`config.mk`:
```
export PLATFORM = sky130hd
export DESIGN_NAME = mem_access_sequencer
export DESIGN_NICKNAME = d
export VERILOG_FILES = /design/src/rtl/mem_access_sequencer.sv
export SDC_FILE = /design/constraint.sdc
export NUM_CORES = 1
export LEC_CHECK = 0
export ABC_AREA = 1
export CORE_ASPECT_RATIO = 0.75
export CORE_MARGIN = 5
export CORE_UTILIZATION = 62
export CTS_CLUSTER_SIZE = 10
export DETAILED_ROUTE_END_ITERATION = 10
export DONT_BUFFER_PORTS = 1
export PLACE_DENSITY = 0.84
export SLEW_MARGIN = 20
export SYNTH_ARGS = -nofsm -noshare
export SYNTH_HDL_FRONTEND = slang
export SYNTH_SLANG_ARGS = --single-unit
```
`constraint.sdc`:
```
create_clock -name clk -period 3.3 [get_ports clk]
set_input_delay 0.66 -clock clk [delete_from_list [all_inputs] [get_ports clk]]
set_output_delay 0.66 -clock clk [all_outputs]
set_load 0.005 [all_outputs]
```
`src/rtl/mem_access_sequencer.sv`:
```
// mem_access_sequencer: sequences EA/MAR datapath and memory handshake for LC-3 LD/LDI/LDR/ST/STI/STR/LEA/TRAP.
// Optional feature macro MEM_TIMEOUT_EN: abort an unanswered memory request after TIMEOUT_CYCLES cycles.
module mem_access_sequencer #(
    parameter int TIMEOUT_CYCLES = 255
) (
    input  logic        clk,
    input  logic        rst_n,
    input  logic        start,
    input  logic [3:0]  opcode,
    input  logic [15:0] store_data,
    output logic [1:0]  ir_mux,
    output logic        reg_mux,
    output logic        mar_sel,
    output logic        gate_mar,
    input  logic [15:0] mar,
    output logic        mem_req,
    output logic        mem_we,
    output logic [15:0] mem_addr,
    output logic [15:0] mem_wdata,
    input  logic        mem_ready,
    input  logic [15:0] mem_rdata,
    output logic        wb_valid,
    output logic        pc_load,
    output logic [15:0] wb_data,
    output logic        busy,
    output logic        done,
    output logic        err
);
    typedef enum logic [2:0] {IDLE, CALC, IND, ACC, FIN} state_t;

    state_t      st, nxt;
    logic [3:0]  op_q;
    logic [15:0] store_q, addr_q, wb_q, addr_d, wb_d;
    logic        wbv_q, pcl_q, err_q, wbv_n, pcl_n, err_n, addr_en, wb_en, tmo, active;
    logic        is_load, is_store, is_pcrel, is_base, is_trap, is_lea, is_ind;

    function automatic logic legal(input logic [3:0] o);
        return o inside {4'b0010, 4'b1010, 4'b0110, 4'b0011, 4'b1011, 4'b0111, 4'b1110, 4'b1111};
    endfunction

    assign is_load  = op_q inside {4'b0010, 4'b1010, 4'b0110};
    assign is_store = op_q inside {4'b0011, 4'b1011, 4'b0111};
    assign is_pcrel = op_q inside {4'b0010, 4'b1010, 4'b0011, 4'b1011, 4'b1110};
    assign is_base  = op_q inside {4'b0110, 4'b0111};
    assign is_ind   = op_q inside {4'b1010, 4'b1011, 4'b1111};
    assign is_trap  = op_q == 4'b1111;
    assign is_lea   = op_q == 4'b1110;

    // Selects are only meaningful while an operation is in flight; otherwise they sit at reset values.
    assign active    = st == CALC || st == IND || st == ACC;
    assign ir_mux    = !active ? 2'b11 : is_pcrel ? 2'b01 : is_base ? 2'b10 : 2'b11;
    assign reg_mux   = active && is_pcrel;
    assign mar_sel   = !(active && is_trap);
    assign gate_mar  = st == CALC;
    assign mem_req   = st == IND || st == ACC;
    assign mem_we    = st == ACC && is_store;
    assign mem_addr  = mem_req ? addr_q : 16'h0;
    assign mem_wdata = mem_we ? store_q : 16'h0;
    assign busy      = st != IDLE;
    assign done      = st == FIN;
    assign wb_valid  = wbv_q;
    assign pc_load   = pcl_q;
    assign err       = err_q;
    assign wb_data   = wb_q;

`ifdef MEM_TIMEOUT_EN
    localparam int CW = ($clog2(TIMEOUT_CYCLES + 1) > 8) ? $clog2(TIMEOUT_CYCLES + 1) : 8;
    logic [CW-1:0] cnt;
    assign tmo = mem_req && !mem_ready && cnt == CW'(TIMEOUT_CYCLES - 1);
    // Count unanswered request cycles; restarts whenever a request ends or a new one begins.
    always_ff @(posedge clk or negedge rst_n)
        if (!rst_n) cnt <= '0;
        else        cnt <= (mem_req && !mem_ready && nxt == st) ? cnt + CW'(1) : '0;
`else
    assign tmo = 1'b0;
`endif

    // State register.
    always_ff @(posedge clk or negedge rst_n)
        if (!rst_n) st <= IDLE;
        else        st <= nxt;

    // Next state plus the capture strobes and completion flags for the FIN cycle.
    always_comb begin
        nxt     = st;
        wbv_n   = 1'b0;
        pcl_n   = 1'b0;
        err_n   = 1'b0;
        addr_en = 1'b0;
        addr_d  = mar;
        wb_en   = 1'b0;
        wb_d    = mem_rdata;
        case (st)
            IDLE: if (start) begin
                nxt   = legal(opcode) ? CALC : FIN;
                err_n = !legal(opcode);
            end
            CALC: begin
                addr_en = 1'b1;
                nxt     = is_lea ? FIN : is_ind ? IND : ACC;
                wbv_n   = is_lea;
                wb_en   = is_lea;
                wb_d    = mar;
            end
            IND: if (mem_ready) begin
                addr_en = 1'b1;
                addr_d  = mem_rdata;
                nxt     = is_trap ? FIN : ACC;
                pcl_n   = is_trap;
                wb_en   = is_trap;
            end else if (tmo) begin
                nxt   = FIN;
                err_n = 1'b1;
            end
            ACC: if (mem_ready) begin
                nxt   = FIN;
                wbv_n = is_load;
                wb_en = is_load;
            end else if (tmo) begin
                nxt   = FIN;
                err_n = 1'b1;
            end
            default: nxt = IDLE;
        endcase
    end

    // Operand latches, address/result registers and one-cycle FIN flags.
    always_ff @(posedge clk or negedge rst_n)
        if (!rst_n) begin
            op_q    <= '0;
            store_q <= '0;
            addr_q  <= '0;
            wb_q    <= '0;
            wbv_q   <= 1'b0;
            pcl_q   <= 1'b0;
            err_q   <= 1'b0;
        end else begin
            if (st == IDLE && start) begin
                op_q    <= opcode;
                store_q <= store_data;
            end
            if (addr_en) addr_q <= addr_d;
            if (wb_en)   wb_q <= wb_d;
            wbv_q <= wbv_n;
            pcl_q <= pcl_n;
            err_q <= err_n;
        end
endmodule

```
==> impl_metrics.yaml, run 1 <==
outcome:
  status: "finished clean"
worst_setup_path:
  max_stage_delay_ns: 0.45
  cp.arrival_ns: 1.77
  r2r-start: "st[2]"
  path_class: "reg2out"
  crit_path_end_kind: "output pin"
  cp_max_fo: 35
  required_ns: 2.64
  cp_cell_sequence: "inv_2 > nand3_2 > inv_2"
  critPathMostFrequentCell: "inv_2"
  reg2reg_depth: 7
  crit_start: "st[2]"
  worst_setup_path_start_kind: "register"
  cpMaxStageDelayCell: "nand3_2"
timing:
  worstMarginPinSlew_ns: 0.789
  fin_tns_setup_ns: 0
  timing.hold.ws_ns: 0.0173
  worst_slack_ns: 0.872
  max-slew-margin-rel_pct: 47.2
  period_minus_slack_ns: 2.43
  final-max-slew-violation-count: 0
  hold_viol_final: 0
  fmax_mhz: 412
  finalSetupViolCount: 0
  fin_crit_sh_pct: 73.6
  fin_worst_skew_ns: 0.0106
  rsz0062_at_grt: "false"
clock_tree:
  cts_tree: "built"
  cts_buffers: 9
  root_buffer: "clkbuf_8"
  postCtsResizedCells: 0
  cts_hold_buf: 3
  htreeDepth: 3
  clockBufferDepth: 2
  clkSlewWorstSetupHoldPaths_ns: 0.06
  clock_latency_ns: 0.34
  post_cts_buffers: 0
  cts_sinks: 58
layout:
  layout.nets: 453
  final_cell_mix: "nand2_1 (127), dfrtp_1 (58), inv_1 (53), o21ai_0 (50), nor2_1 (39)"
  area_delta_synth_final_pct: 6.28
  design_area_um2: 3150
  antenna_cells: 0
  drive_gt1_share_pct: 8.23
  fillCellCount: 394
  final_common_cell: "nand2_1"
global_route:
  antenna_found_initial: 0
  grt_max_degree: 40
  grt_pass1_vias: 2366
  overflow: 0
  grt_first_pass_wirelength_mm: 11.6
  grt_use_total_pct: 23.0
yosys:
  syn_nets: 454
  yosysWarnings: 0
  yosysUniqueCellTypes: 25
  synth_cells: 398
  avgSynthCellArea_um2: 7.46
  synth_top_area_cell: "dfrtp_1"
  syn_area_um2: 2970
  yosysSeqAreaShare_pct: 48.9
  ys_ff_latch: 58
  yosys.area.top_type_share_pct: 48.9
  yosys-top-cells-area: "dfrtp_1 (49%), nand2_1 (16%), o21ai_0 (8.4%)"
power:
  p_leak_uw: 0.00173
  ir_worst_vdd_v: 0.000514
  powerDensity_nw_per_um2: 911
min_path:
  hold_class: "in2async"
floorplanning:
  die-area_um2: 6290
  num_rows: 21
  die_w_um: 89.9
  core_um2: 4550
  die_y_um: 69.9
  pin_count: 116
  start_util_pct: 65.3
detailed_routing:
  via_count: 2502
  drc: 0
  drtIter0Drc: 190
  ant_nets: 0
  viasPerCell: 5.46
  routed_wl_mm: 7.19
  dr.pass1.iters: 4
  avgRoutedWirePerCell_um: 15.7
place:
  placed_area_um2: 2960
  place_congestion: 0.869
  port_buffers: 0
  pre_cts_slack_ns: 1.24
  post-dp-hpwl_mm: 5.16
run:
  cap_violations: 0
## cells in the mapped netlist, drive strengths merged
library cell and count:
nand3b 1, nor3 1, dfrtp 58, clkbuf 5
o21ai 61, nand4 18, a21oi 2, nor2 43
nand2 132, o22a 1, o21a 1, buf 12
inv 57, nand3 6
## metrics by stage
stage | util [%] | power [µW] | std cells
CTS | 69.2 | 2880 | 457
finish | 69.4 | 2870 | 458
global route | 69.4 | 3140 | 458
floorplan | - | 2090 | 398
global placement | 65.0 | 2270 | 439
detailed placement | 65.0 | 2320 | 439
## layer usage
layer / wire [µm] / global-route usage, % / vias up / part of all wire (%)
met5: 0 / 0 / - / 0
met4: 235 / 11.7 / 0 / 3.3
met3: 659 / 7.73 / 19 / 9.2
met2: 3110 / 34.0 / 110 / 43
met1: 3190 / 30.2 / 1134 / 44
li1: - / - / 1239 / -
## report_power, final
group          internal (µW)  switching (µW)  leakage, µW  total (µW)
clock network            262             280    0.0000806         541
registers               1050             208     0.000715        1250
logic                    341             737     0.000931        1080
## path summary, 6_finish.rpt
kind                          endpoint  slack (ns)
setup / recovery              gate_mar        0.87
hold / removal              store_q[3]        0.02
setup reg to reg            wb_data[2]        1.21
hold reg to reg             addr_q[13]        0.49
max in group asynchronous  store_q[10]        1.95
min in group clk             addr_q[8]        0.45
## kinds of logic after synthesis
kind of cell | after synthesis | synth area share, %
buffers and inverters | 74 | 10.3
AND/OR/NAND/NOR | 201 | 29.6
AO/OA/AOI/OAI | 65 | 11.2
flip-flops | 58 | 48.9
## state kept, by name, summed over array words and instances, names as in the netlist
name and flops:
op_q 4, addr_q 16, wb_data 16, wb_valid 1, st 3, err 1, store_q 16, pc_load 1
## cell type report
cell class                 count  area (µm²)  share of cell area (%)
sequential                    58        1450                    46.0
clock inverter                 6        35.0                    1.11
timing repair buffer           5        47.5                    1.51
tap                           57        71.3                    2.26
multi-input combinational    266        1210                    38.4
clock buffer                   9         124                    3.93
inverter                      57         214                    6.78
## worst max-delay path, delay by kind of cell, from the launching register on
family / cells / cell delay, ns
buffers and inverters: 2 / 0.54
AND/OR/NAND/NOR: 1 / 0.45
flip-flops: 1 / 0.44
(Power assumes the default switching activity.)
==> inputs of run 2 (changes only) <==
==> constraint.sdc (replaced) <==
create_clock -name clk -period 2.43 [get_ports clk]
set_input_delay 0.486 -clock clk [delete_from_list [all_inputs] [get_ports clk]]
set_output_delay 0.486 -clock clk [all_outputs]
set_load 0.005 [all_outputs]
==> impl_metrics.yaml, run 2 (same netlist as run 1, synthesis figures left out) <==
layout:
  multiInputGateArea_um2: 1210
  antenna_cells: 0
  final_util_pct: 70.6
  seq_area_um2: 1450
  final_cell_mix: "nand2_1 (127), dfrtp_1 (58), inv_1 (53), o21ai_0 (50), nor2_1 (39)"
  fillCellCount: 374
  drive_gt1_share_pct: 8.50
  final_common_cell: "nand2_1"
  layout.nets: 451
  area_delta_synth_final_pct: 8.18
place:
  post-dp-hpwl_mm: 5.14
  place_congestion: 0.889
  port_buffers: 0
timing:
  fmax_mhz: 452
  final-max-slew-violation-count: 0
  hold_viol_final: 0
  rsz0062_at_grt: "false"
  fin_worst_skew_ns: 0.00782
  worstMarginPinSlew_ns: 0.526
  max-slew-margin-rel_pct: 64.9
  period_minus_slack_ns: 2.21
  fin_crit_sh_pct: 91.1
  fin_tns_setup_ns: 0
  finalSetupViolCount: 0
outcome:
  status: "finished clean"
worst_setup_path:
  cp_cell_sequence: "inv_2 > nand3_2 > nor2_2 > nand2_1 > nor2_1"
  r2r_setup_slack_ns: 0.63
  required_ns: 1.94
  crit_family: "simple AND/OR/NAND/NOR gates"
  reg2reg_depth: 8
  r2r-start: "st[0]"
  crit_path_end_kind: "output pin"
  cpMaxStageDelayCell: "dfrtp_1"
  cp_max_fo: 17
  cp.arrival_ns: 1.73
  path_class: "reg2out"
  max_stage_delay_ns: 0.42
  worstReg2RegEnd: "addr_q[9]"
  path_buf_inv: 1
  worst_setup_path_start_kind: "register"
detailed_routing:
  routed_wl_mm: 6.93
  viasPerCell: 5.34
  drc: 0
  dr.pass1.iters: 4
  drtIter0Drc: 174
  avgRoutedWirePerCell_um: 15.2
  via_count: 2440
  ant_nets: 0
clock_tree:
  clkSlewWorstSetupHoldPaths_ns: 0.07
  root_buffer: "clkbuf_8"
  post_cts_buffers: 0
  clockBufferDepth: 2
  cts_sinks: 58
  htreeDepth: 3
  cts_buffers: 9
  postCtsResizedCells: 0
  cts_tree: "built"
  clock_latency_ns: 0.33
floorplanning:
  num_rows: 21
  die-area_um2: 6290
  die_y_um: 69.9
  die_w_um: 89.9
  start_util_pct: 65.3
  core_um2: 4550
  pin_count: 116
global_route:
  grt_first_pass_wirelength_mm: 11.6
  grt_use_total_pct: 23.1
  overflow: 0
  grt_pass1_vias: 2369
  antenna_found_initial: 0
  grt_max_degree: 59
power:
  powerDensity_nw_per_um2: 1300
  p_leak_uw: 0.00175
  ir_worst_vdd_v: 0.000765
min_path:
  hold_class: "in2async"
run:
  cap_violations: 0
-- run 2: changes by cell type in the layout (fill, tap and decap cells not counted) --
cell           change
buf_16             +1
buf_4              +1
bufinv_16          +2
clkbuf_1           +2
clkbuf_8           +1
clkinv_2           -4
dlygate4sd3_1      -4
-- run 2: final cells by class --
| cell class | count | share of cell area (%) |
|---|---|---|
| flip-flops and latches | 58 | 45.2 |
| multi-input cells | 266 | 37.7 |
| inverters | 57 | 6.66 |
| clock buffers | 12 | 4.52 |
| clock inverters | 4 | 2.34 |
| well taps | 57 | 2.22 |
| repair buffers | 3 | 1.33 |
-- run 2: how the worst max path moves through the flow --
stage / from / slack, ns / cells past startpoint / end
after floorplan: st[2] / 0.78 / 6 / mem_wdata[10]
after global placement: st[2] / 0.63 / 5 / mem_wdata[12]
after detailed placement: st[2] / 0.56 / 5 / mem_wdata[11]
after CTS: st[2] / 0.20 / 5 / mem_wdata[11]
after global routing: st[2] / 0.003 / 5 / mem_wdata[6]
final: st[2] / 0.22 / 5 / mem_wdata[10]
-- run 2: power breakdown --
| part | switching (µW) | internal [µW] | leakage (µW) |
|---|---|---|---|
| sequential | 270 | 1420 | 0.000715 |
| combinational | 1020 | 472 | 0.000931 |
| clock | 370 | 606 | 0.000103 |
-- run 2: worst reg2reg max path: cells and delay by family (launching register included) --
kind / cells / cell delay [ns]
buf+inv: 2 / 0.27
simple gates: 6 / 0.96
flops: 1 / 0.46
-- run 2: layer usage --
layer / GRT usage (%) / wire length, µm
met1: 31.1 / 2990
met4: 8.60 / 101
met2: 34.8 / 3220
met3: 7.62 / 614
met5: 0 / 0
-- run 2: per-stage QoR --
stage,power [µW],hold slack [ns],setup slack (ns),cells,area (µm²)
6_report,4160,0.0186,0.216,457,3210
3_5_place_dp,3170,0.191,0.561,440,2960
5_1_grt,4550,0.0232,0.00270,457,3210
3_3_place_gp,3090,0.191,0.625,440,2960
2_1_floorplan,2840,0.190,0.785,398,2970
4_1_cts,4180,0.0114,0.195,457,3210
-- run 2: what timing repair did --
item | in CTS | in global routing
setup endpoints to repair | 0 | 0
endpoints found under the hold margin | 58 | 0
hold buffers | 1 | 0
